**config.mk**
```make
export PLATFORM = sky130hd
export DESIGN_NAME = mux2_sel32
export DESIGN_NICKNAME = d
export VERILOG_FILES = /design/src/rtl/mux_pkg.sv /design/src/rtl/mux2_sel32_sat_counter.sv /design/src/rtl/mux2_sel32.sv
export SDC_FILE = /design/constraint.sdc
export NUM_CORES = 1
export LEC_CHECK = 0
export ABC_AREA = 1
export CAP_MARGIN = 20
export CORE_MARGIN = 5
export CORE_UTILIZATION = 31
export DETAILED_ROUTE_END_ITERATION = 12
export PLACE_DENSITY = 0.87
export SYNTH_ARGS = -nofsm -noshare
export SYNTH_HDL_FRONTEND = slang
export SYNTH_SLANG_ARGS = --single-unit
```
**constraint.sdc**
```tcl
create_clock -name clk -period 0.8 [get_ports clk]
set_input_delay 0.08 -clock clk [delete_from_list [all_inputs] [get_ports clk]]
set_output_delay 0.08 -clock clk [all_outputs]
set_load 0.01 [all_outputs]
```
**src/rtl/mux_pkg.sv**
```systemverilog
// Shared constants for the write-back word selector and its statistics counter.
// Latency: none (package only).
// Backpressure: none (package only).
package mux_pkg;

    // Default data path width (write-back word).
    localparam int DATA_W = 32;

    // Default width of the select-statistics counter.
    localparam int CNT_W_DEF = 16;

    // Values loaded into the registered view while rst_n is low.
    localparam logic [DATA_W-1:0] RST_WORD = '0;
    localparam logic              RST_SEL  = 1'b0;

endpackage

```
**src/rtl/mux2_sel32_sat_counter.sv**
```systemverilog
// Saturating up-counter with synchronous clear; clear beats increment, holds at all-ones.
// Latency: count reflects clr/inc one clk edge after they are sampled.
// Backpressure: none; inc is taken every cycle it is high until saturation.
module sat_counter #(
    parameter int CNT_W = 16
) (
    input  logic             clk,
    input  logic             rst_n,
    input  logic             clr,
    input  logic             inc,
    output logic [CNT_W-1:0] count
);

    logic [CNT_W-1:0] count_q;
    logic [CNT_W-1:0] count_d;

    // Next count: clear first, then increment unless already at the ceiling.
    always_comb begin
        count_d = count_q;
        if (clr) begin
            count_d = '0;
        end else if (inc && !(&count_q)) begin
            count_d = count_q + 1'b1;
        end
    end

    // Counter register with synchronous active-low reset.
    always_ff @(posedge clk) begin
        if (!rst_n) begin
            count_q <= '0;
        end else begin
            count_q <= count_d;
        end
    end

    assign count = count_q;

endmodule

```
**src/rtl/mux2_sel32.sv**
```systemverilog
// 2:1 word selector with combinational output and a registered copy of result and select.
// Latency: out is 0-cycle; out_q/sel_q are 1 cycle; optional sel1_cnt (MUX_STATS_EN) is 1 cycle.
// Backpressure: none; every cycle is captured, there is no handshake or stall.
module mux2_sel32
    import mux_pkg::*;
#(
    parameter int WIDTH = DATA_W
`ifdef MUX_STATS_EN
    ,
    parameter int CNT_W = CNT_W_DEF
`endif
) (
    input  logic             clk,
    input  logic             rst_n,
    input  logic [WIDTH-1:0] in0,
    input  logic [WIDTH-1:0] in1,
    input  logic             sel,
    output logic [WIDTH-1:0] out,
    output logic [WIDTH-1:0] out_q,
    output logic             sel_q
`ifdef MUX_STATS_EN
    ,
    input  logic             cnt_clr,
    output logic [CNT_W-1:0] sel1_cnt
`endif
);

    logic [WIDTH-1:0] out_d;
    logic             sel_d;

    // Select path: purely combinational, independent of clock and reset.
    always_comb begin
        out_d = sel ? in1 : in0;
        sel_d = sel;
    end

    assign out = out_d;

    // Registered view of the selected word and the select that chose it.
    always_ff @(posedge clk) begin
        if (!rst_n) begin
            out_q <= WIDTH'(RST_WORD);
            sel_q <= RST_SEL;
        end else begin
            out_q <= out_d;
            sel_q <= sel_d;
        end
    end

`ifdef MUX_STATS_EN
    // Counts cycles with sel=1 since reset or the last clear.
    sat_counter #(
        .CNT_W (CNT_W)
    ) u_sel1_cnt (
        .clk   (clk),
        .rst_n (rst_n),
        .clr   (cnt_clr),
        .inc   (sel),
        .count (sel1_cnt)
    );
`endif

endmodule

```
==> out/qor.yml <==
wl_met3_microns: 620
drv_cap: 0
clkTransAtPathRegs_ps: 70
syn_nets: 338
start_kind: "primary input"
dp_slack_ps: -969.2
ys_warn_count: 0
arrival_ps: 740
finalHoldViolCount: 0
overflow: 0
cp_data_required_time_ps: 720
die_height_microns: 86.71
antenna_found_initial: 0
setup.worst_path.end: "out[16]"
post-route-period-util: 1.027
synth_cell_types: 10
fmax_mhz: 1217
grt_max_degree: 18
path_class: "primary input to primary output"
synth_area_sq_um: 1824
peakVddDrop_v: 0.0007427
core-area_sq_um: 5816
synthCells: 271
die_w_microns: 86.71
critical_path.endpoint_type: "primary output"
top_layer: "met4"
setup-violations-final: 2
maxSlewHeadroom: 0.8772
rsz0062_at_grt: "true"
timing.final.ws_setup_ps: -21.61
cp-startpoint: "sel"
wl_per_cell_microns: 12.38
grt_pass1_vias: 2158
ctsLongestPathBuffers: 2
numCtsBuffers: 5
cts_tree: "done"
drtIter0Drc: 46
synth_seq_area_share: 0.3621
violations: "setup timing"
ys_ff_latch: 33
yosysTopAreaCell: "dfxtp_1"
outcome: "finished, violations left"
vias: 2210
drtAntennaViolNets: 0
worstMarginPinSlew_ps: 184.2
drive_gt1_frac: 0.6381
drc: 0
hpwl_microns: 4363
powerDensity_nw_per_um2: 1301
layout.cells.non_filler: 553
synth_top_area_frac: 0.3621
finalWirelength_microns: 6848
synthToLayoutAreaGrowth_pct: 114.1
root_buffer: "clkbuf_8"
yosys-top-cells-area: "dfxtp_1, nand2_2, inv_1"
dr.pass1.iters: 4
wl_met2_microns: 3814
fin_crit_ps: 821.6
min_path_type: "primary input to flop"
wl_met1_microns: 2328
initial_core_util: 0.3137
drv_slew: 0
postSynthAreaPerCell_sq_um: 6.732
htreeDepth: 2
cts.sinks: 33
fp.dieArea_sq_um: 7519
layout.nets: 544
diodes: 0
cp_max_fo: 8
boundaryPins: 132
grt_pass1_wl_microns: 9956
grtUsageTotal: 0.1680
placementRows: 28
vias_per_cell: 3.996
leakage_uw: 0.002335
dp.cells: 496
port_buffers: 131
place_congestion: 0.7136
## placed cells by master, fill, tap and decap left out
cell type        Yosys  layout
clkbuf_8             0       7
nor2_2              30      30
buf_16               0       1
dfxtp_1             33      13
dlygate4sd2_1        0      64
clkinv_2             0       1
inv_12               0       1
dfxtp_2              0      20
nor2_1               2       2
buf_4                2      70
buf_2                4      33
buf_12               0       3
nand2_1             37       7
nand2_2             60      82
inv_16               0       1
inv_2                0      12
clkbuf_16            0       3
nand2_4              0       8
inv_1               98      86
clkdlybuf4s50_1      0       1
buf_6                4      33
## metrics by stage
step           power [uW]  TNS [ps]  hold slack [ps]  area [sq um]    util
2_1_floorplan        2463         0            177.6          1824       -
3_3_place_gp         3429    -51170            654.1          3367  0.5790
3_5_place_dp         3459    -52290            656.6          3367  0.5790
4_1_cts              4867    -148.5            210.5          3530  0.6069
5_1_grt              5386    -927.5            267.0          3905  0.6715
6_report             5080    -23.45            245.3          3905  0.6715
## per-layer routing
| layer | global-route usage | vias up |
|---|---|---|
| met5 | 0 | - |
| met4 | 0.02833 | 0 |
| met3 | 0.06369 | 8 |
| met2 | 0.3261 | 85 |
| met1 | 0.1708 | 998 |
| li1 | - | 1119 |
## worst min path at each step
stage | from | endpoint | slack (ps) | cells after the start
2_1_floorplan | rst_n | sel_q | 180 | 2
3_3_place_gp | rst_n | sel_q | 650 | 3
3_5_place_dp | rst_n | sel_q | 660 | 3
4_1_cts | sel | sel_q | 210 | 4
5_1_grt | sel | sel_q | 270 | 4
6_report | in1[5] | out_q[5] | 250 | 5
## where the power goes
group	internal (uW)	switching, uW
Combinational	1050	824
Clock	778	609
Sequential	1770	42.2
Total	3600	1480
## timing repair
action                     4_1_cts  5_1_grt
resized for setup              364       89
setup endpoints to repair       97       83
pin swaps                       32       13
cloned                           1        3
hold buffers                     0        0
buffers inserted                45        0
## final cells by class
| cell class | instances | area [sq um] |
|---|---|---|
| multi-input combinational | 129 | 824.5 |
| clock buffer | 7 | 96.34 |
| fill | 520 | 1911 |
| timing repair inverter | 1 | 16.27 |
| inverter | 99 | 387.9 |
| tap | 75 | 93.84 |
| clock inverter | 1 | 5.005 |
| timing repair buffer | 208 | 1795 |
| sequential | 33 | 685.7 |
## state kept, by name, indices dropped and copies added, names as in the netlist
signal  flops
out_q      32
sel_q       1
## worst max-delay path, cell delays in order
cell and delay, ps:
buf_16 140, clkbuf_16 190, nand2_2 70, nand2_2 50, inv_1 90, buf_6 110
## cells in the mapped netlist
| library cell | n |
|---|---|
| inv_1 | 98 |
| nand2_2 | 60 |
| nand2_1 | 37 |
| dfxtp_1 | 33 |
| nor2_2 | 30 |
| buf_2 | 4 |
| buf_6 | 4 |
| buf_4 | 2 |
| nor2_1 | 2 |
| inv_4 | 1 |
## cells by family (layout without fill, tap and decap cells)
kind of cell | after synthesis | after routing | share of synthesized area
buffers and inverters | 109 | 316 | 0.2490
DFF | 33 | 33 | 0.3621
and+or+nand+nor | 129 | 129 | 0.3889
Note: power is estimated with default switching activity, not from simulation.
